### src/rtl/tipi_pkg.sv
// tipi_pkg: shared types and address helpers for the TIPI mailbox.
// Holds the serial FSM state enum, the TI address map helpers, the STATUS
// byte bit positions and the default synchroniser depth.
package tipi_pkg;

   typedef enum logic [1:0] {
      IDLE = 2'd0,
      TX   = 2'd1,
      RX   = 2'd2
   } state_t;

   localparam int SYNC_STAGES_DEF = 2;

   // STATUS byte layout: td_pend in the low bits, rd_pend from bit 4, sticky error at bit 7
   localparam int ST_TD_LSB  = 0;
   localparam int ST_RD_LSB  = 4;
   localparam int ST_ERR_BIT = 7;

   // TI write address of TI-to-RPi mailbox k
   function automatic logic [15:0] td_addr(input logic [15:0] top, input int k);
      return top - 16'(2 * k);
   endfunction

   // TI read address of RPi-to-TI mailbox k (placed below all td registers)
   function automatic logic [15:0] rd_addr(input logic [15:0] top, input int n_chan, input int k);
      return top - 16'(2 * n_chan) - 16'(2 * k);
   endfunction

   // TI read address of the STATUS byte (below all rd registers)
   function automatic logic [15:0] status_addr(input logic [15:0] top, input int n_chan);
      return top - 16'(4 * n_chan);
   endfunction

endpackage

### src/rtl/tipi_sync_edge.sv
// tipi_sync_edge: STAGES-deep synchroniser for one asynchronous level with
// single-cycle rise and fall pulses in the clk domain.
module tipi_sync_edge
   import tipi_pkg::*;
#(
   parameter int STAGES = SYNC_STAGES_DEF
) (
   input  logic clk,
   input  logic reset_n,
   input  logic async_in,
   output logic rise,
   output logic fall
);

   logic [STAGES-1:0] chain;
   logic              prev;

   // shift the async level through the chain and keep the last synced value for edge detection
   always_ff @(posedge clk or negedge reset_n) begin
      if (!reset_n) begin
         chain <= '0;
         prev  <= 1'b0;
      end else begin
         chain <= {chain[STAGES-2:0], async_in};
         prev  <= chain[STAGES-1];
      end
   end

   assign rise = chain[STAGES-1] & ~prev;
   assign fall = ~chain[STAGES-1] & prev;

endmodule

### src/rtl/tipi_mailbox.sv
// tipi_mailbox: clocked TI <-> RPi byte mailboxes with pending flags,
// TI-readable STATUS, bit-count frame checking and an optional interrupt.
// Optional feature macro: TIPI_EXTINT_EN (drives ti_extint_n from rd_pend).
//
// Handshakes: a TI write is taken on the synced rising edge of its qualified
// strobe, a TI read side effect (pend/err clear) on the synced falling edge of
// the read strobe; RPi r_clk/r_le act on their synced rising edges, with
// r_rt, r_sel and r_dout sampled in that same cycle.
module tipi_mailbox
   import tipi_pkg::*;
#(
   parameter int          N_CHAN      = 2,
   parameter logic [15:0] TOP_ADDR    = 16'h5FFF,
   parameter int          SYNC_STAGES = SYNC_STAGES_DEF,
   localparam int         SEL_W       = (N_CHAN > 1) ? $clog2(N_CHAN) : 1
) (
   input  logic              clk,
   input  logic              reset_n,
   input  logic              dsr_en,
   input  logic [15:0]       ti_a,
   input  logic              ti_memen,
   input  logic              ti_we,
   input  logic              ti_dbin,
   input  logic [7:0]        ti_d_in,
   output logic [7:0]        ti_d_out,
   output logic              ti_d_oe,
   input  logic              r_clk,
   input  logic              r_le,
   input  logic              r_rt,
   input  logic [SEL_W-1:0]  r_sel,
   input  logic              r_dout,
   output logic              r_din,
   output logic [N_CHAN-1:0] td_pend,
   output logic [N_CHAN-1:0] rd_pend,
   output logic              ti_extint_n,
   output logic [1:0]        state_dbg
);

   logic [7:0]        td [N_CHAN];
   logic [7:0]        rd [N_CHAN];
   logic              err;
   logic [7:0]        sr;
   logic [3:0]        cnt;
   state_t            state, state_nx;

   logic [N_CHAN-1:0] td_hit, rd_hit;
   logic              st_hit;
   logic              wq, rq;
   logic [N_CHAN-1:0] wq_hit_q, rq_hit_q;
   logic [7:0]        wq_data_q;
   logic              rq_st_q;
   logic [7:0]        status, rd_mux, td_sel;
   logic [N_CHAN-1:0] sel_hot;
   logic              sel_ok;

   logic rclk_rise, rle_rise, wq_rise, rq_fall;
   logic rclk_fall_unused, rle_fall_unused, wq_fall_unused, rq_rise_unused;

   // TI address decode for every mailbox and the STATUS byte
   always_comb begin
      td_hit = '0;
      rd_hit = '0;
      for (int k = 0; k < N_CHAN; k++) begin
         td_hit[k] = (ti_a == td_addr(TOP_ADDR, k));
         rd_hit[k] = (ti_a == rd_addr(TOP_ADDR, N_CHAN, k));
      end
      st_hit = (ti_a == status_addr(TOP_ADDR, N_CHAN));
   end

   assign wq = dsr_en & ~ti_memen & ~ti_we  & (|td_hit);
   assign rq = dsr_en & ~ti_memen &  ti_dbin & ((|rd_hit) | st_hit);

   tipi_sync_edge #(.STAGES(SYNC_STAGES)) u_sync_rclk (
      .clk(clk), .reset_n(reset_n), .async_in(r_clk), .rise(rclk_rise), .fall(rclk_fall_unused));
   tipi_sync_edge #(.STAGES(SYNC_STAGES)) u_sync_rle (
      .clk(clk), .reset_n(reset_n), .async_in(r_le), .rise(rle_rise), .fall(rle_fall_unused));
   tipi_sync_edge #(.STAGES(SYNC_STAGES)) u_sync_wq (
      .clk(clk), .reset_n(reset_n), .async_in(wq), .rise(wq_rise), .fall(wq_fall_unused));
   tipi_sync_edge #(.STAGES(SYNC_STAGES)) u_sync_rq (
      .clk(clk), .reset_n(reset_n), .async_in(rq), .rise(rq_rise_unused), .fall(rq_fall));

   // remember the target and data of an access while its strobe is asserted,
   // so the late synced edge still knows what the TI addressed
   always_ff @(posedge clk or negedge reset_n) begin
      if (!reset_n) begin
         wq_hit_q  <= '0;
         wq_data_q <= '0;
         rq_hit_q  <= '0;
         rq_st_q   <= 1'b0;
      end else begin
         if (wq) begin
            wq_hit_q  <= td_hit;
            wq_data_q <= ti_d_in;
         end
         if (rq) begin
            rq_hit_q <= rd_hit;
            rq_st_q  <= st_hit;
         end
      end
   end

   // STATUS byte and TI read data mux; the bus is driven only during rq
   always_comb begin
      status = '0;
      status[ST_TD_LSB +: N_CHAN] = td_pend;
      status[ST_RD_LSB +: N_CHAN] = rd_pend;
      status[ST_ERR_BIT]          = err;
      rd_mux = '0;
      for (int k = 0; k < N_CHAN; k++) begin
         if (rd_hit[k]) rd_mux = rd[k];
      end
      if (st_hit) rd_mux = status;
   end

   assign ti_d_oe  = rq;
   assign ti_d_out = rq ? rd_mux : 8'h00;

   // channel select: out-of-range selects hit no mailbox and load 0
   if (N_CHAN == (1 << SEL_W)) begin : g_sel_full
      assign sel_ok = 1'b1;
   end else begin : g_sel_part
      assign sel_ok = (r_sel < SEL_W'(N_CHAN));
   end

   // one-hot channel select and the td byte it addresses
   always_comb begin
      sel_hot = '0;
      td_sel  = '0;
      for (int k = 0; k < N_CHAN; k++) begin
         if (sel_ok && (r_sel == SEL_W'(k))) begin
            sel_hot[k] = 1'b1;
            td_sel     = td[k];
         end
      end
   end

   // serial FSM state register
   always_ff @(posedge clk or negedge reset_n) begin
      if (!reset_n) state <= IDLE;
      else          state <= state_nx;
   end

   // serial FSM next-state: r_le starts/ends frames, r_clk shifts bits
   always_comb begin
      state_nx = state;
      case (state)
         IDLE: begin
            if (rle_rise && r_rt)        state_nx = TX;
            else if (rclk_rise && !r_rt) state_nx = RX;
         end
         TX: begin
            if (rle_rise)                       state_nx = TX;
            else if (rclk_rise && cnt == 4'd7)  state_nx = IDLE;
         end
         RX: begin
            if (rle_rise) state_nx = IDLE;
         end
         default: state_nx = IDLE;
      endcase
   end

   // serial FSM outputs: MSB of sr goes to the RPi only while transmitting
   always_comb begin
      r_din     = (state == TX) ? sr[7] : 1'b0;
      state_dbg = state;
   end

   // mailbox datapath; statement order sets priority (write wins over load,
   // commit wins over the TI read clear)
   always_ff @(posedge clk or negedge reset_n) begin
      if (!reset_n) begin
         for (int k = 0; k < N_CHAN; k++) begin
            td[k] <= '0;
            rd[k] <= '0;
         end
         td_pend <= '0;
         rd_pend <= '0;
         err     <= 1'b0;
         sr      <= '0;
         cnt     <= '0;
      end else begin
         if (rq_fall) begin
            for (int k = 0; k < N_CHAN; k++) begin
               if (rq_hit_q[k]) rd_pend[k] <= 1'b0;
            end
            if (rq_st_q) err <= 1'b0;
         end

         case (state)
            IDLE: begin
               if (rle_rise && r_rt) begin
                  sr      <= td_sel;
                  cnt     <= 4'd0;
                  td_pend <= td_pend & ~sel_hot;
               end else if (rclk_rise && !r_rt) begin
                  sr  <= {sr[6:0], r_dout};
                  cnt <= 4'd1;
               end
            end
            TX: begin
               if (rle_rise) begin
                  sr      <= td_sel;
                  cnt     <= 4'd0;
                  td_pend <= td_pend & ~sel_hot;
               end else if (rclk_rise) begin
                  sr  <= {sr[6:0], 1'b0};
                  cnt <= cnt + 4'd1;
               end
            end
            RX: begin
               if (rle_rise) begin
                  if (cnt == 4'd8) begin
                     for (int k = 0; k < N_CHAN; k++) begin
                        if (sel_hot[k]) begin
                           rd[k]      <= sr;
                           rd_pend[k] <= 1'b1;
                        end
                     end
                  end else begin
                     err <= 1'b1;
                  end
               end else if (rclk_rise) begin
                  sr <= {sr[6:0], r_dout};
                  if (cnt != 4'd8) cnt <= cnt + 4'd1;
               end
            end
            default: ;
         endcase

         if (wq_rise) begin
            for (int k = 0; k < N_CHAN; k++) begin
               if (wq_hit_q[k]) begin
                  td[k]      <= wq_data_q;
                  td_pend[k] <= 1'b1;
               end
            end
         end
      end
   end

`ifdef TIPI_EXTINT_EN
   // interrupt asserted while the TI has unread RPi bytes and the block is enabled
   always_ff @(posedge clk or negedge reset_n) begin
      if (!reset_n) ti_extint_n <= 1'b1;
      else          ti_extint_n <= ~(dsr_en & (|rd_pend));
   end
`else
   assign ti_extint_n = 1'b1;
`endif

endmodule

### config.mk
export PLATFORM = sky130hd
export DESIGN_NAME = tipi_mailbox
export DESIGN_NICKNAME = d
export VERILOG_FILES = /design/src/rtl/tipi_pkg.sv /design/src/rtl/tipi_sync_edge.sv /design/src/rtl/tipi_mailbox.sv
export SDC_FILE = /design/constraint.sdc
export NUM_CORES = 1
export LEC_CHECK = 0
export CAP_MARGIN = 20
export CORE_MARGIN = 2
export CORE_UTILIZATION = 52
export DETAILED_ROUTE_END_ITERATION = 7
export GPL_TIMING_DRIVEN = 0
export HOLD_SLACK_MARGIN = 0.08
export PLACE_DENSITY = 0.77
export SYNTH_ARGS = -nofsm -noshare
export SYNTH_HDL_FRONTEND = slang
export SYNTH_SLANG_ARGS = --single-unit
export TNS_END_PERCENT = 50
### constraint.sdc
create_clock -name clk -period 2.1 [get_ports clk]
set_clock_uncertainty 0.15 [all_clocks]
set_input_delay 0.315 -clock clk [delete_from_list [all_inputs] [get_ports clk]]
set_output_delay 0.315 -clock clk [all_outputs]
set_load 0.01 [all_outputs]
After elaboration in Yosys (flattened, before gate mapping)
Index checks and enable logic that the tools add are counted.
{"block": "totals", "register_bits": 76, "elab_cells": 122, "input_bits": 35}
{"block": "classes", "n_eq_ne": 17, "n_reduce_logical": 15, "n_addsub": 1, "n_bitwise": 19, "n_mux": 48}
{"operator": "2-to-1 mux 8 bit", "count": 11}
{"operator": "== test 16 x 15 -> 1 bit, second input constant", "count": 5}
{"operator": "2-to-1 mux 4 bit", "count": 7}
{"operator": "2-to-1 mux 2 bit", "count": 12}
{"operator": "one-hot mux 8 bit (3 select lines)", "count": 1}
{"operator": "2-to-1 mux 1 bit", "count": 14}
{"operator": "one-hot mux 4 bit (3 select lines)", "count": 1}
{"operator": "bitwise AND 1 bit", "count": 9}
{"operator": "!= test 3 bit, second input constant", "count": 3}
{"operator": "!= test 2 bit, second input constant", "count": 4}
{"operator": "AND reduction 4 bit", "count": 2}
{"operator": "inverter 1 bit", "count": 7}
{"operator": "one-hot mux 2 bit (3 select lines)", "count": 1}
{"operator": "AND reduction 6 bit", "count": 1}
{"operator": "AND reduction 5 bit", "count": 1}
{"operator": "adder 4 x 1 -> 4 bit, second input constant", "count": 1}
{"operator": "== test 4 x 3 -> 1 bit, second input constant", "count": 1}
{"operator": "== test 4 bit, second input constant", "count": 1}
{"operator": "!= test 4 bit, second input constant", "count": 1}
{"operator": "one-hot mux 2 bit (2 select lines)", "count": 1}
{"operator": "AND reduction 2 bit", "count": 2}
{"operator": "OR reduction 2 bit", "count": 2}
{"operator": "logical AND 1 bit", "count": 3}
{"operator": "AND reduction 3 bit", "count": 1}
{"operator": "other kinds (8)", "count": 8}

Depth between registers and ports, before layout
Gate-level depths: netlist (run 1).
{"block": "depth", "depth_word": 7, "mapped_depth": 7, "mapped_depth_nobuf": 7}

Modules after synthesis
From an unflattened synthesis (run 1), not the netlist that was laid out.
{"block": "unflattened", "hier_cells": 297, "hier_area_um2": 3555.9}
{"mod": "tipi_mailbox", "cells_each": 277, "area_per_inst_um2": 3195.6, "instances": 1}
{"mod": "tipi_sync_edge", "cells_each": 5, "area_per_inst_um2": 90.1, "instances": 4}

Worst setup path before layout (run 1)
OpenSTA, ideal clock, no wires.
{"block": "synth_timing", "path_type": "register to register", "startpoint": "register state[1], in the netlist state_dbg[1]", "endpoint": "register sr[0]", "n_path_buf": 0, "period_less_slack_ns": 2.031, "slack_ns": 0.069, "setup_time_ns": 0.128, "required_time_ns": 1.822, "path_stages_with_launch": 7, "t_arrival_ns": 1.753, "path_cell_list": "dfrtp_1 > inv_1 > ha_1 > mux2_1 > nand2_1 > o22ai_1 > mux2_1"}
{"block": "synth_via", "elab_chain_len": 3, "elab_cells_between_ends": 10}
{"element": "from (decl)", "line_no": "tipi_mailbox.sv:44", "rtl": "state_t state, state_nx;"}
{"element": "from (signal assigned)", "line_no": "tipi_mailbox.sv:140", "rtl": "else state <= state_nx;"}
{"element": "== test 2 x 1 -> 1 bit, or another cell as far along", "line_no": "tipi_mailbox.sv:189", "rtl": "case (state)"}
{"element": "!= test 3 bit (no source line), or another cell as far along"}
{"element": "AND reduction 5 bit (no source line)"}
{"element": "to (signal assigned)", "line_no": "tipi_mailbox.sv:192", "rtl": "sr <= td_sel;"}
{"element": "to (signal assigned)", "line_no": "tipi_mailbox.sv:196", "rtl": "sr <= {sr[6:0], r_dout};"}
{"element": "to (signal assigned)", "line_no": "tipi_mailbox.sv:202", "rtl": "sr <= td_sel;"}
{"element": "to (decl)", "line_no": "tipi_mailbox.sv:42", "rtl": "logic [7:0] sr;"}
Several ways; a longest one is shown, not always the timed one.
A chain may end at the register's enable or synchronous reset.

Worst setup path in the final report (run 1)
{"block": "layout_timing", "startpoint": "input port ti_a[3]", "endpoint": "output port ti_d_out[7]"}
{"block": "layout_via", "elab_chain_len": 5, "elab_cells_between_ends": 10}
{"element": "from (decl)", "line_no": "tipi_mailbox.sv:20", "rtl": "input logic [15:0] ti_a,"}
{"element": "== test 16 x 15 -> 1 bit", "line_no": "tipi_mailbox.sv:65", "rtl": "rd_hit[k] = (ti_a == rd_addr(TOP_ADDR, N_CHAN, k));"}
{"element": "2-to-1 mux 8 bit or OR reduction 2 bit (tied branches)", "line_no": "tipi_mailbox.sv:110, tipi_mailbox.sv:71"}
{"element": "2-to-1 mux 8 bit or OR 1 bit (tied branches)", "line_no": "tipi_mailbox.sv:110, tipi_mailbox.sv:71"}
{"element": "2-to-1 mux 8 bit or bitwise AND 1 bit (tied branches)", "line_no": "tipi_mailbox.sv:112, tipi_mailbox.sv:71"}
{"element": "2-to-1 mux 8 bit *", "line_no": "tipi_mailbox.sv:116", "rtl": "assign ti_d_out = rq ? rd_mux : 8'h00;"}
{"element": "to (decl)", "line_no": "tipi_mailbox.sv:25", "rtl": "output logic [7:0] ti_d_out,"}
Mark *: on every way between the ends. The rest lies on a longest branch, timed or not.

==> out/results.ini, run 1 <==
[global_routing]
grt_use_total=0.216
grt_max_degree=55
grt_pass1_vias=2546
grt_overflow=0
grt_pass1_wl_um=12300
antenna_found_initial=0

[setup_path]
crit_path_top_delay_cell=dlygate4sd2_1
worstSetupPathDepth=7
crit_chain=clkdlybuf4s15_2 -> nor2b_1 -> clkbuf_4 -> a22o_1 -> a22oi_2 -> nor2_1 -> dlygate4sd2_1
reg2reg_slack_ns=0.08
rr_worst_depth=6
worst_r2r_endpoint=cnt[0]$_DFFE_PN0P_
cp-start-kind=input pin
path_buf_inv=3
setup.worst_path.end=ti_d_out[7]
worstPathRequired_ns=1.63
arrival_ns=1.64
crit_type=in -> out
critPathMaxFanout=8
worst_setup_path_end_kind=output port
crit_family=buffers and inverters
r2r-start=state_dbg[1]$_DFFE_PN0P_
cp-startpoint=ti_a[3]
slowest_delay_ns=0.29

[drt]
drt_pass1_iterations=4
drc=0
vias_per_cell=5.57
routed_wl_um=7230
ant_nets=0
wl_per_cell_um=16.0
routed-via-count=2511
drtIter0Drc=134

[place]
dp_cells=422
place.gp.congestion=0.834
hpwl_um=4960
port-buffer-count=50

[clocking]
cts_tree=yes
htreeDepth=3
clk_pin_slew_ns=0.07
cts_buffers=9
cts_root_buf=clkbuf_8
clk_path_buf_depth=2
clock_latency_ns=0.36
cts_sinks=76

[final_layout]
nets=410
drive_above_1_share=0.259
area.growth.synth_to_final_pct=28.6
instances_no_fill=451
n_antenna_cell=0

[power_and_ir_drop]
power_density_nw_per_um2=874
power.internal_mw=2.74
p_sw_mw=1.18
swShare=0.301
pwr-share-comb=0.250
ir_drop_mv=0.921
pwr-share-clk=0.310
seqPwrFrac=0.440
leakagePower_nw=2.21

[worst_hold_path]
min_from=ti_a[2]
hold_depth=3
min_path_type=in -> reg

[sta]
holdWs_ns=0.178
slew_viol_final=0
max_slew.worst_pin.slew_ns=0.682
finalSetupViolations=1
hold_viol_final=0
rsz0062_at_grt=yes
fmax_ghz=0.475
period_needed_ns=2.10
setup_ws_ns=-0.00403
timing.final.crit_share=1.00
relSlewSlack=0.546

[die]
die_w_um=85.9
num_io_pins=52
die_h_um=85.9
initial_utilization=0.543
coreArea_um2=6420
placementRows=29
die-area_um2=7380

[yosys]
syn-num-nets=335
syn_area_um2=3490
seq_area_frac_synth=0.545
synth.distinct_cells=48
syn-mean-instance-area_um2=11.9
ys_seq_elements=76
ys.flop_type=dfrtp_1
yosys_warnings=0
netlist_instances=294
async_reset_ff_frac=1.00
synth_edf_count=0

[flow_run]
maxCapViolCount=0

[run_status]
failed_checks=negative setup slack
status=finished, violations left

-- stage by stage --
stage | area [um2] | setup WS, ns | utilization | power (mW) | setup TNS, ns
after floorplan | 3490 | 0.0695 | - | 2.31 | 0
after global placement | 4090 | -1.92 | 0.636 | 2.60 | -156.54
after detailed placement | 4110 | -0.784 | 0.640 | 2.64 | -11.26
after CTS | 4460 | 0.0113 | 0.695 | 3.89 | 0
after global routing | 4490 | -0.0610 | 0.699 | 4.15 | -0.0610
final | 4490 | -0.00403 | 0.699 | 3.92 | -0.00403
-- timing repair --
action,CTS,global route
hold buffers,1,0
endpoints found under the setup margin,20,30
pin swaps,11,4
hold endpoints to repair,76,0
resized for setup,80,21
buffers inserted,10,2
-- tightest hold or removal path, cell delays in order --
cell	delay [ns]
clkbuf_2	0.17
o21ai_1	0.09
o21ai_1	0.06
-- area by class of cell --
cell class                 instances  area, um2
buffer                             8       61.3
clock buffer                      12        145
clock inverter                     4       72.6
fill                             467       1930
inverter                          10       37.5
multi-input combinational        200       1620
sequential                        76       1900
tap                               77       96.3
timing repair buffer              64        549
-- worst min-delay path by stage --
stage,endpoint,slack (ns)
final,rq_st_q$_DFFE_PN0P_,0.18
after global routing,rq_st_q$_DFFE_PN0P_,0.19
after CTS,u_sync_rclk.chain[1]$_DFF_PN0_,0.20
after detailed placement,u_sync_rclk.chain[1]$_DFF_PN0_,0.09
after global placement,u_sync_wq.chain[1]$_DFF_PN0_,0.18
after floorplan,cnt[0]$_DFFE_PN0P_,-0.13
-- cell usage after synthesis, types with 4 or more instances --
cell type,count,share of area
nand2_1,30,0.032
mux2_2,16,0.052
o21ai_1,12,0.017
a21oi_1,12,0.017
mux2_4,8,0.034
o21ai_0,4,0.0057
mux2_1,20,0.065
dfrtp_1,76,0.54
inv_1,9,0.0097
a22o_1,5,0.013
nor2_1,24,0.026
ha_1,6,0.022
mux2i_1,12,0.034
a22oi_1,5,0.011
nor2b_1,5,0.0090
-- registers in the layout (all words and copies together) (netlist names), 2 cells and up --
register,flops
state_dbg,2
u_sync_rq.chain,2
rd_pend,2
rd,16
u_sync_wq.chain,2
td_pend,2
u_sync_rclk.chain,2
sr,8
td,16
u_sync_rle.chain,2
cnt,4
wq_hit_q,2
rq_hit_q,2
wq_data_q,8
-- kinds of logic after synthesis --
| family | share of synthesized area |
|---|---|
| mux | 0.185 |
| flops | 0.545 |
| fa+ha+maj | 0.0215 |
| simple gates | 0.114 |
| compound gates | 0.110 |
| other cells | 0.00107 |
| buf+inv | 0.0237 |
-- power by group through the flow --
| stage | Sequential [mW] | Combinational [mW] | Clock [mW] |
|---|---|---|---|
| 2_1_floorplan | 1.72 | 0.590 | 0 |
| 3_3_place_gp | 1.75 | 0.857 | 0 |
| 3_5_place_dp | 1.76 | 0.882 | 0 |
| 4_1_cts | 1.72 | 0.936 | 1.23 |
| 5_1_grt | 1.75 | 1.09 | 1.31 |
| 6_report | 1.73 | 0.982 | 1.21 |
-- layout by cell type, fill, tap and decap left out, types with 5 or more instances in the layout --
master and instances:
a21oi_1 11, a22o_1 5, buf_2 9, buf_4 13
clkbuf_2 7, clkbuf_8 11, clkdlybuf4s50_1 21, dfrtp_1 75
dlygate4sd2_1 9, inv_1 8, mux2_1 20, mux2_2 16
mux2_4 8, mux2i_1 12, nand2_1 27, nor2_1 21
o21ai_1 12
-- metal layers --
layer	global-route usage	part of all wire	up-vias
met5	0	0	-
met4	0.0678	0.013	0
met3	0.0693	0.066	9
met2	0.362	0.49	73
met1	0.266	0.43	1240
li1	-	-	1189
Power figures use the tool's default switching activity.
==> run 2, diff against run 1 <==
==> constraint.sdc (replaced) <==
create_clock -name clk -period 2.4 [get_ports clk]
set_clock_uncertainty 0.15 [all_clocks]
set_input_delay 0.36 -clock clk [delete_from_list [all_inputs] [get_ports clk]]
set_output_delay 0.36 -clock clk [all_outputs]
set_load 0.01 [all_outputs]
==> run 2 against run 1 <==
Against the previous run: the run now ends clean; hold slack better by 0.020 ns; cell count is 0.89% lower; via count is 1.3% lower; flip-flop and latch count stayed put; critical path depth stayed put; sequential share of layout area is 0.27 points higher; register-to-register slack better by 0.10 ns; non-clock buffer count is 4 lower; clock-buffer cell count stayed put; critical path type unchanged.
==> out/results.ini, run 2 (synthesis results as in run 1) <==
[clocking]
cts_root_buf=clkbuf_8
clk_pin_slew_ns=0.07  ; about the same
cts_tree=yes
cts_buffers=9  ; unchanged
clk_path_buf_depth=2  ; unchanged
clock_latency_ns=0.36  ; about the same
htreeDepth=3  ; unchanged
cts_sinks=76  ; unchanged

[final_layout]
reg_top3=rd x16, td x16
n_antenna_cell=0  ; unchanged
mostFrequentLayoutCell=dfrtp_1
instances_no_fill=447  ; -0.89%
fill_cells=483  ; +3.4%
nets=406  ; -0.98%
mostFrequentLayoutCells=dfrtp_1, nand2_1, clkdlybuf4s50_1
area.growth.synth_to_final_pct=27.7
drive_above_1_share=0.203  ; -0.0567

[die]
num_io_pins=52  ; unchanged
die_h_um=85.9  ; unchanged
coreArea_um2=6420  ; unchanged
initial_utilization=0.543  ; unchanged
placementRows=29  ; unchanged
die_w_um=85.9  ; unchanged
die-area_um2=7380  ; unchanged

[sta]
slew_viol_final=0  ; unchanged
fmax_ghz=0.432
final.setup.tns_ns=0  ; +0.00403 ns
relSlewSlack=0.544  ; -0.00151
holdWs_ns=0.198  ; +0.0204 ns
max_slew.worst_pin.slew_ns=0.684  ; +0.00227 ns
timing.final.crit_share=0.964
period_needed_ns=2.31
rsz0062_at_grt=yes
finalSetupViolations=0  ; -1
setup_ws_ns=0.0859  ; +0.0899 ns
hold_viol_final=0  ; unchanged

[setup_path]
cp-start-kind=input pin
crit_chain=dlygate4sd2_1 -> nor2b_1 -> buf_2 -> a22o_1 -> a22oi_1 -> nor2_1 -> dlygate4sd2_1
reg2reg_slack_ns=0.18  ; +0.10 ns
critPathMaxFanout=8  ; unchanged
arrival_ns=1.80  ; +0.16 ns
r2r-start=state_dbg[1]$_DFFE_PN0P_
slowest_delay_ns=0.33  ; +0.04 ns
rr_worst_depth=6  ; unchanged
path_buf_inv=3  ; unchanged
worst_r2r_endpoint=sr[0]$_DFFE_PN0P_
crit_family=buffers and inverters
crit_path_top_delay_cell=dlygate4sd2_1
path_common_cell=dlygate4sd2_1
worstPathRequired_ns=1.89  ; +0.26 ns
worst_setup_path_end_kind=output port
crit_type=in -> out

[power_and_ir_drop]
power_density_nw_per_um2=755  ; -14%
p_sw_mw=1.01  ; -15%
pwr-share-clk=0.315  ; +0.005
ir_drop_mv=0.789  ; -14%
leakagePower_nw=2.26  ; +2.5%
power_mw=3.37  ; -14%
swShare=0.299  ; -0.00145
pwr-share-comb=0.235  ; -0.015
power.internal_mw=2.36  ; -14%
seqPwrFrac=0.451  ; +0.011

[drt]
met3_wirelength_um=446  ; -6.1%
dr_wl_met2_um=3380  ; -4.7%
dr.max_layer_used=met4
wl_per_cell_um=15.7  ; -2.3%
vias_per_cell=5.54  ; -0.43%
routed-via-count=2478  ; -1.3%
routed_wl_um=7000  ; -3.1%
drt_pass1_iterations=4  ; unchanged
drc=0  ; unchanged
wirelength_met1_um=3090  ; -0.77%
ant_nets=0  ; unchanged
drtIter0Drc=149  ; +11%

[flow_run]
maxCapViolCount=0  ; unchanged

[worst_hold_path]
min_from=u_sync_rclk.chain[0]$_DFF_PN0_
min_path_type=reg -> reg
whs_endpoint=u_sync_rclk.chain[1]$_DFF_PN0_
hold_depth=0  ; -3

[global_routing]
grt_max_degree=55  ; unchanged
antenna_found_initial=0  ; unchanged
grt_pass1_vias=2475  ; -2.8%
grt_use_total=0.208  ; -0.00845
grt_overflow=0  ; unchanged
grt_pass1_wl_um=11800  ; -3.7%

[run_status]
status=completed

[place]
dp_slack_ns=-0.574  ; +0.210 ns
hpwl_um=4960  ; unchanged
dp_cells=422  ; unchanged
port-buffer-count=50  ; unchanged
place.gp.congestion=0.834  ; unchanged

run 2: area by class of cell:
class                           count  area [um2]  area share
Buffer                              8        47.5      0.0107
Clock buffer                       12         145      0.0326
Clock inverter                      4        72.6      0.0163
Inverter                           10        37.5     0.00842
Multi-Input combinational cell    200        1570       0.352
Sequential cell                    76        1900       0.427
Tap cell                           77        96.3      0.0216
Timing Repair Buffer               60         587       0.132
run 2: metrics by stage:
stage / utilization / cell area [um2]
2_1_floorplan: - / 3490
3_3_place_gp: 0.636 / 4090
3_5_place_dp: 0.640 / 4110
4_1_cts: 0.688 / 4420
5_1_grt: 0.694 / 4460
6_report: 0.694 / 4460
run 2: worst max path at each step:
stage / endpoint / slack (ns) / start / cells after the start
after detailed placement: ti_d_out[1] / -0.57 / ti_a[3] / 5
final: ti_d_out[5] / 0.09 / ti_a[3] / 7
after global routing: ti_d_out[5] / -0.02 / ti_a[3] / 7
after floorplan: sr[0]$_DFFE_PN0P_ / 0.37 / state_dbg[1]$_DFFE_PN0P_ / 6
after CTS: ti_d_out[3] / -0.13 / ti_a[15] / 8
after global placement: rd[14]$_DFFE_PN0P_ / -1.67 / reset_n / 1
run 2: layer usage:
metal	up-vias	GRT usage
met5	-	0
met4	0	0.0664
li1	1185	-
met2	66	0.341
met1	1217	0.263
met3	10	0.0654
run 2: timing repair:
item	4_1_cts	5_1_grt
hold endpoints to repair	22	0
setup endpoints to repair	10	10
pin swaps	4	7
setup buffers	6	2
hold buffers	1	0
resized for setup	36	19
run 2: power by group through the flow:
| stage | logic (mW) | clock network, mW | registers, mW |
|---|---|---|---|
| 2_1_floorplan | 0.516 | 0 | 1.50 |
| 3_3_place_gp | 0.750 | 0 | 1.53 |
| 3_5_place_dp | 0.772 | 0 | 1.54 |
| 4_1_cts | 0.784 | 1.08 | 1.51 |
| 5_1_grt | 0.883 | 1.14 | 1.54 |
| 6_report | 0.789 | 1.06 | 1.52 |
==> run 3, diff against run 2 <==
--- a/config.mk
+++ b/config.mk
@@ -12,6 +12,7 @@
 export GPL_TIMING_DRIVEN = 0
 export HOLD_SLACK_MARGIN = 0.08
 export PLACE_DENSITY = 0.77
+export REMOVE_ABC_BUFFERS = 1
 export SYNTH_ARGS = -nofsm -noshare
 export SYNTH_HDL_FRONTEND = slang
 export SYNTH_SLANG_ARGS = --single-unit
==> run 3 against run 2 <==
Against the previous run: hold slack improved by 0.0029 ns; routed wire length increased by 2.3%; sequential power about the same; cell count decreased by 0.45%; critical path depth increased by 1; clock power decreased by 7%; largest power group unchanged.
==> out/results.ini, run 3 (synthesis results as in run 1) <==
[sta]
final.setup.tns_ns=0  ; unchanged
relSlewSlack=0.565  ; +0.0212
period_needed_ns=2.34  ; +0.0245 ns
slew_viol_final=0  ; unchanged
fmax_ghz=0.428  ; -1.0%
max_slew.worst_pin.slew_ns=0.652  ; -0.0318 ns
hold_viol_final=0  ; unchanged
finalSetupViolations=0  ; unchanged
timing.final.crit_share=0.974  ; +0.0102

[place]
place.gp.congestion=0.827  ; -0.91%
port-buffer-count=50  ; unchanged
hpwl_um=4830  ; -2.5%
dpl-instance-area_um2=4070  ; -1.1%

[power_and_ir_drop]
leakagePower_nw=2.27  ; +0.27%
ir_drop_mv=0.454  ; -42%
power_density_nw_per_um2=732  ; -3.0%

[clocking]
cts_tree=yes
clk_pin_slew_ns=0.07  ; about the same
cts_sinks=76  ; unchanged
cts_root_buf=clkbuf_8
clk_path_buf_depth=2  ; unchanged
clock_latency_ns=0.34  ; -0.02 ns
cts_buffers=9  ; unchanged
htreeDepth=3  ; unchanged

[setup_path]
crit_type=in -> out
critPathMaxFanout=3  ; -5
cp-start-kind=input pin
reg2reg_slack_ns=0.12  ; -0.06 ns
crit_family=buffers and inverters
path_buf_inv=4  ; +1
crit_chain=clkdlybuf4s50_1 -> nand4_1 -> nor4_4 -> nand2_2 -> buf_6 -> buf_4 -> nor2_1 -> buf_2
cp-startpoint=dsr_en
arrival_ns=1.83  ; +0.03 ns
slowest_delay_ns=0.47  ; +0.14 ns
worst_r2r_endpoint=rd[1]$_DFFE_PN0P_
crit_path_top_delay_cell=clkdlybuf4s50_1
r2r-start=state_dbg[0]$_DFFE_PN0P_
worstPathRequired_ns=1.89  ; about the same
rr_worst_depth=5  ; -1
worst_setup_path_end_kind=output port

[final_layout]
nets=404  ; -0.49%
mostFrequentLayoutCells=dfrtp_1, nand2_1, clkdlybuf4s50_1
drive_above_1_share=0.226  ; +0.0228
mostFrequentLayoutCell=dfrtp_1
area.growth.synth_to_final_pct=28.6
finalInstanceArea_um2=4490  ; +0.67%
n_antenna_cell=0  ; unchanged
fill_cells=467  ; -3.3%
reg_top3=rd x16, td x16

[drt]
drc=0  ; unchanged
met3_wirelength_um=328  ; -26%
vias_per_cell=5.59  ; +0.90%
drt_pass1_iterations=4  ; unchanged
ant_nets=0  ; unchanged
wl_per_cell_um=16.1  ; +2.7%
dr.max_layer_used=met4
wirelength_met1_um=3170  ; +2.6%
dr_wl_met2_um=3520  ; +4.1%
routed-via-count=2489  ; +0.44%
routed_wl_um=7160  ; +2.3%
drtIter0Drc=102  ; -32%

[run_status]
status=completed

[global_routing]
grt_pass1_vias=2552  ; +3.1%
grt_pass1_wl_um=11700  ; -0.81%
antenna_found_initial=0  ; unchanged
grt_use_total=0.205  ; -0.00293
grt_overflow=0  ; unchanged
grt_max_degree=57  ; +3.6%

[die]
num_io_pins=52  ; unchanged
placementRows=29  ; unchanged
coreArea_um2=6420  ; unchanged
die_h_um=85.9  ; unchanged
initial_utilization=0.543  ; unchanged
die-area_um2=7380  ; unchanged
die_w_um=85.9  ; unchanged

[worst_hold_path]
whs_endpoint=u_sync_rclk.chain[1]$_DFF_PN0_
min_from=u_sync_rclk.chain[0]$_DFF_PN0_
min_path_type=reg -> reg
hold_depth=0  ; unchanged

[flow_run]
maxCapViolCount=0  ; unchanged

run 3: cell type report:
cell class	count	area (um2)	area share
clock buffer	11	151	0.0337
sequential	76	1900	0.424
clock inverter	5	60.1	0.0134
multi-input combinational	200	1600	0.357
tap	77	96.3	0.0215
inverter	10	37.5	0.00837
timing repair buffer	66	637	0.142
run 3: how the worst max path moves through the flow:
stage,to,slack (ns),cells past startpoint
floorplan,wq_data_q[0]$_DFFE_PN0P_,0.24,4
global placement,u_sync_wq.prev$_DFF_PN0_,-1.72,1
detailed placement,ti_d_out[1],-0.81,5
CTS,ti_d_out[7],-0.07,8
global route,ti_d_out[0],-0.0008,8
finish,ti_d_out[0],0.06,8
run 3: where the power goes:
part / switching, mW / leakage (nW) / internal, mW
logic: 0.433 / 1.14 / 0.348
clock network: 0.448 / 0.106 / 0.538
registers: 0.128 / 1.02 / 1.39
run 3: per-stage QoR:
| step | utilization | hold WS [ns] | worst slack, ns | total power, mW | cells |
|---|---|---|---|---|---|
| 2_1_floorplan | - | -0.0856 | 0.242 | 2.00 | 286 |
| 3_3_place_gp | 0.629 | 0.183 | -1.72 | 2.26 | 413 |
| 3_5_place_dp | 0.633 | 0.122 | -0.807 | 2.29 | 414 |
| 4_1_cts | 0.679 | 0.202 | -0.0732 | 3.29 | 441 |
| 5_1_grt | 0.699 | 0.203 | -0.000776 | 3.47 | 445 |
| 6_report | 0.699 | 0.201 | 0.0614 | 3.29 | 445 |
run 3: what timing repair did:
| action | 4_1_cts | 5_1_grt |
|---|---|---|
| buffers inserted | 10 | 4 |
| pin swaps | 5 | 9 |
| endpoints found under the hold margin | 20 | 0 |
| gates resized for setup | 51 | 23 |
| setup endpoints to repair | 20 | 11 |
| hold buffers | 1 | 0 |
run 3: worst register-to-register path, delay by kind of cell, from the launching register on:
kind | cells | cell delay, ns
DFF | 1 | 0.45
adders and majority gates | 1 | 0.32
buffers and inverters | 1 | 0.13
muxes | 1 | 0.37
and+or+nand+nor | 2 | 0.74
run 3: metal layers:
| layer | vias to the layer above | global-route usage |
|---|---|---|
| li1 | 1179 | - |
| met1 | 1239 | 0.254 |
| met2 | 57 | 0.343 |
| met3 | 14 | 0.0395 |
| met4 | 0 | 0.0996 |
| met5 | - | 0 |
==> RTL change 1 (settings of run 2) <==
The option `TIPI_EXTINT_EN` is turned on by a define.
--- a/src/rtl/tipi_mailbox.sv
+++ b/src/rtl/tipi_mailbox.sv
@@ -6,6 +6,8 @@
 // strobe, a TI read side effect (pend/err clear) on the synced falling edge of
 // the read strobe; RPi r_clk/r_le act on their synced rising edges, with
 // r_rt, r_sel and r_dout sampled in that same cycle.
+`define TIPI_EXTINT_EN
+
 module tipi_mailbox
    import tipi_pkg::*;
 #(
Formal check against the unedited RTL: same outputs for any inputs over 4 cycles, from zero or initial values and one cycle with reset_n low; that may be too few to reach the edited logic, so the function may still have changed.
==> RTL change 1 against run 2 <==
  * Die area rose by 0.13%
  * Fmax increased by 0.87%
  * Final area down 1.0%
  * Global-route usage rose by 0.47 points
  * Worst setup slack better by 0.020 ns
  * Count of clock-buffer cells in the layout down 2
  * Non-clock buffer count decreased by 5
  * Sequential cell count is 1 higher
  * Sequential power up 3%
  * Via count increased by 2.2%
  * Synthesized area grew 0.14%
  * Largest cell class unchanged
  * Highest routed layer unchanged
  * Total power is 6.6% higher
  * Wire length grew 3.8%
==> RTL change 1: results (changes against run 2) <==
Run status
  – Status: finished, final reports clean

Worst setup path
  – CP max stage cell: clkdlybuf4s50_1
  – Arrival time at the worst endpoint: 1.78 ns (-0.02 ns)
  – Reg-to-Reg End: cnt[2]$_DFFE_PN0P_
  – R2R depth: 7 (+1)
  – R2r startpoint: state_dbg[0]$_DFFE_PN0P_
  – Crit path largest cell delay: 0.52 ns (+0.19 ns)
  – Reg2Reg Setup Slack: 0.15 ns (-0.03 ns)
  – Max FO, Critical Path: 7 (-1)

Finish
  – Layout cells sized above 1: 0.260 (+0.0575)
  – Number of fill cells in the layout: 477 (-1.2%)
  – Nets: 405 (-0.25%)
  – Antenna cell count: 0 (unchanged)

Logic synthesis
  – Register area share after synthesis: 0.552 (+0.00674)
  – Post-synth cell types: 43 (-10%)
  – Area contributors post-synth: dfrtp_1 (54%), mux2_2 (15%), nand2_1 (3.1%)
  – Top post-synthesis cells by count: dfrtp_1 (76), mux2_2 (46), nand2_1 (29)
  – Syn nets: 339 (+1.2%)

Route
  – DRC viols: 0 (unchanged)
  – DR WL met3: 403 um (-9.6%)
  – DRC marker count from the first detailed-route iteration: 150 (+0.67%)
  – DR pass1 iterations: 4 (unchanged)
  – Met1 Wirelength: 3290 um (+6.5%)
  – Met2 WL: 3460 um (+2.5%)
  – Avg WL per Cell: 16.3 um (+4.0%)
  – Via-to-Cell Ratio: 5.68 (+2.4%)

STA
  – Worst hold slack: 0.200 ns (+0.00147 ns)
  – Slew headroom: 0.547 (+0.00276)

Clock network
  – Clock-pin transition on the worst setup and hold timing paths: 0.08 ns
  – Post_cts resized: 56 (+56%)
  – Worst skew pair latency: 0.34 ns (-0.02 ns)
  – Clock root cell: clkbuf_8
  – Post-CTS Setup Inserts: 3 (-3)

Power and ir drop
  – Lkg Pwr: 2.17 nW (-4.1%)
  – Peak VDD IR: 0.431 mV (-45%)

GRT
  – Met1 usage: 0.279 (+0.0161)
  – GR Util All Layers: 0.212 (+0.00475)
  – Largest net degree at the start of global routing: 54 (-1.8%)
  – Vias in the first global route: 2528 (+2.1%)
  – First-pass GRT wire length: 12100 um (+2.7%)
  – Met3 Usage GRT: 0.0462 (-0.0192)
  – Met2 GRT Util: 0.347 (+0.00634)

Placement
  – Post-detail-place hpwl: 5010 um (+0.95%)
  – GPL Wtd Cong: 0.825 (-1.2%)

Worst hold path
  – Start point of the worst hold path: u_sync_rclk.chain[0]$_DFF_PN0_
  – Hold depth: 0 (unchanged)
[RTL change 1: area by class of cell]
| cell class | count | share of cell area |
|---|---|---|
| clock buffers | 10 | 0.0312 |
| repair buffers | 55 | 0.117 |
| inverters | 9 | 0.00766 |
| plain buffers | 8 | 0.0105 |
| clock inverters | 6 | 0.0250 |
| well taps | 77 | 0.0218 |
| flip-flops and latches | 77 | 0.437 |
| multi-input cells | 204 | 0.349 |
[RTL change 1: worst max-delay path by stage]
stage,to,slack (ns),start,depth (start not counted)
after floorplan,cnt[3]$_DFFE_PN0P_,0.27,state_dbg[1]$_DFFE_PN0P_,7
after global placement,wq_data_q[4]$_DFFE_PN0P_,-1.72,reset_n,1
after detailed placement,ti_d_out[2],-0.61,ti_a[6],7
after CTS,ti_d_out[2],0.004,ti_a[9],8
after global routing,r_din,0.02,state_dbg[1]$_DFFE_PN0P_,4
final,r_din,0.11,state_dbg[1]$_DFFE_PN0P_,4
[RTL change 1: cells by family (layout without fill, tap and decap cells)]
kind of cell               count (synthesis)  in the layout  synth area share
xor gates and xnor gates                   1              1           0.00251
buffers and inverters                     17             88            0.0208
DFF                                       77             77             0.552
adders and majority gates                  6              6            0.0215
AOI/OAI and AO/OA                         57             57             0.103
and+or+nand+nor                           84             84             0.123
muxes                                     56             56             0.177
[RTL change 1: metrics by stage]
step	total power, mW	setup slack (ns)	area, sq um	instances	setup TNS, ns
after floorplan	2.10	0.266	3490	298	0
after global placement	2.39	-1.72	4090	425	-138.06
after detailed placement	2.42	-0.607	4120	426	-7.88
after CTS	3.59	0.00425	4370	446	0
after global routing	3.78	0.0161	4410	446	0
final	3.59	0.106	4410	446	0
[RTL change 1: power by group]
part | internal (mW) | switching (mW)
Sequential | 1.42 | 0.136
Clock | 0.717 | 0.464
Combinational | 0.384 | 0.463
==> RTL change 2 (config.mk and constraints of run 2) <==
Without the edit above. Compare `cnt` against `4'd8` with >= in place of ==.
--- a/src/rtl/tipi_mailbox.sv
+++ b/src/rtl/tipi_mailbox.sv
@@ -209,7 +209,7 @@
             end
             RX: begin
                if (rle_rise) begin
-                  if (cnt == 4'd8) begin
+                  if (cnt >= 4'd8) begin
                      for (int k = 0; k < N_CHAN; k++) begin
                         if (sel_hot[k]) begin
                            rd[k]      <= sr;
Check against the original RTL: no difference found for any inputs over 4 cycles, from zero or initial values and one cycle with reset_n low; that may be too few to reach the edited logic, so the function may still have changed.
==> RTL change 2 against run 2 <==
  * The flow now finishes with violations (negative setup slack)
  * Fmax decreased by 9.1%
  * Wire length grew 1.6%
  * Utilization increased by 0.44 points
  * Critical path depth unchanged
  * Register-to-register slack worse by 0.06 ns
  * Via count shrank 2.8%
  * Sequential cell count unchanged
  * Final area up 1.2%
  * Die area grew 0.62%
  * Synthesized area increased by 0.65%
  * Worst setup slack worse by 0.23 ns
  * Total power down 4.6%
  * Critical path type unchanged
  * Largest cell class unchanged
==> RTL change 2: results (changes against run 2) <==
Worst setup path
  – Top delay family on crit path: simple AND/OR/NAND/NOR gates
  – Max FO, Critical Path: 6 (-2)
  – Req. time, crit path: 1.89 ns (about the same)
  – Crit path largest cell delay: 0.57 ns (+0.24 ns)
  – CP max stage cell: or4_4

Logic synthesis
  – Post-synthesis mux area share: 0.222 (+0.0369)
  – Post-synth cell types: 47 (-2.1%)
  – Top post-synthesis cells by count: dfrtp_1 (76), mux2_2 (47), nand2_1 (15)
  – Area contributors post-synth: dfrtp_1 (54%), mux2_2 (15%), mux2i_1 (3.7%)
  – Ys async rst share: 1.00 (unchanged)
  – Synth Area in XOR/XNOR: 0.00249 (+0.00249)
  – Adder and majority gate portion of the synthesized area: 0.0214 (-0.000138)
  – Mapped Avg Cell Area: 12.8 sq um (+8.0%)
  – Syn nets: 315 (-6.0%)
  – Synth Area in Compound Gates: 0.0930 (-0.0167)
  – Register area share after synthesis: 0.542 (-0.00349)
  – Largest family of logic cells by synthesized area: multiplexers
  – Yosys Warn Count: 0 (unchanged)

Clock network
  – Post_cts resized: 82 (+130%)
  – Worst skew pair latency: 0.34 ns (-0.02 ns)
  – Post-CTS Hold Fix Bufs: 1 (unchanged)
  – Post-CTS Setup Inserts: 6 (unchanged)
  – Htree depth: 3 (unchanged)
  – Deepest clock path buffer count: 2 (unchanged)
  – Clock root cell: clkbuf_8

Route
  – Met2 WL: 3480 um (+3.0%)
  – Via count: 2408 (-2.8%)
  – Avg WL per Cell: 16.8 um (+7.1%)
  – DR pass1 iterations: 4 (unchanged)
  – Met1 Wirelength: 3190 um (+3.3%)
  – DRC marker count from the first detailed-route iteration: 170 (+14%)
  – DR WL met3: 327 um (-27%)
  – Via-to-Cell Ratio: 5.68 (+2.4%)
  – Top sig layer: met4

GRT
  – Initial antenna violation count: 0 (unchanged)
  – First-pass GRT wire length: 11400 um (-3.4%)
  – GR Util All Layers: 0.200 (-0.00717)
  – Largest net degree at the start of global routing: 62 (+13%)
  – Met2 GRT Util: 0.317 (-0.0240)
  – Met1 usage: 0.273 (+0.0106)
  – Met3 Usage GRT: 0.0429 (-0.0226)

Placement
  – Post-detail-place hpwl: 4670 um (-5.8%)
  – Post-place instance area: 4130 sq um (+0.55%)
  – Pre-CTS setup slack: -1.18 ns (-0.608 ns)
  – GPL Wtd Cong: 0.843 (+1.1%)
  – Placed insts: 402 (-4.7%)

STA
  – Slew headroom: 0.575 (+0.0311)
  – Final setup violation count: 8 (+8)
  – Post-route setup TNS: -0.989 ns (-0.989 ns)
  – Setup WS post-layout: -0.145 ns (-0.231 ns)

Finish
  – Nets: 384 (-5.4%)
  – Largest regs: rd: 16 flops, td: 16 flops
  – Antenna cell count: 0 (unchanged)
  – Number of fill cells in the layout: 468 (-3.1%)
  – Layout cells sized above 1: 0.346 (+0.143)

Power and ir drop
  – Peak VDD IR: 0.543 mV (-31%)
  – Lkg Pwr: 2.18 nW (-3.6%)

Run status
  – Violated checks: negative setup slack
  – Status: complete, but fails checks

Worst hold path
  – Min-Delay Path Class: reg2reg
-- RTL change 2: cell count changes after synthesis, moves of 5 or more --
cell	change
nor2_1	-15
o21ai_1	-11
a22oi_1	-5
a32o_1	+7
nand2_1	-15
mux2_2	+31
mux2_1	-20
a21oi_1	-6
-- RTL change 2: worst paths after layout --
check | from | endpoint | depth (start not counted) | slack, ns
worst max register to register | state_dbg[0]$_DFFE_PN0P_ | sr[1]$_DFFE_PN0P_ | 6 | 0.12
min in group asynchronous | reset_n | state_dbg[1]$_DFFE_PN0P_ | 2 | 0.27
max in group asynchronous | reset_n | rd[7]$_DFFE_PN0P_ | 3 | 1.27
worst min register to register | u_sync_wq.chain[0]$_DFF_PN0_ | u_sync_wq.chain[1]$_DFF_PN0_ | 0 | 0.20
worst max-delay path | ti_a[13] | ti_d_out[4] | 7 | -0.15
worst min-delay path | u_sync_wq.chain[0]$_DFF_PN0_ | u_sync_wq.chain[1]$_DFF_PN0_ | 0 | 0.20
-- RTL change 2: area by class of cell --
class	count	area [sq um]	area share
flip-flops and latches	76	1900	0.422
multi-input cells	176	1650	0.365
repair buffers	60	584	0.130
clock buffers	10	138	0.0305
well taps	77	96.3	0.0214
clock inverters	5	52.6	0.0117
plain buffers	8	47.5	0.0105
inverters	12	45.0	0.00999
-- RTL change 2: cells by family after synthesis --
group                    Yosys count
AO/OA/AOI/OAI                     42
XOR/XNOR                           1
adder cells (fa/ha/maj)            6
buffers and inverters             22
flip-flops                        76
multiplexers                      68
other                              1
AND/OR/NAND/NOR                   58
-- RTL change 2: report_power, final --
group | switching [mW] | internal, mW
sequential | 0.114 | 1.38
clock | 0.431 | 0.497
combinational | 0.393 | 0.391
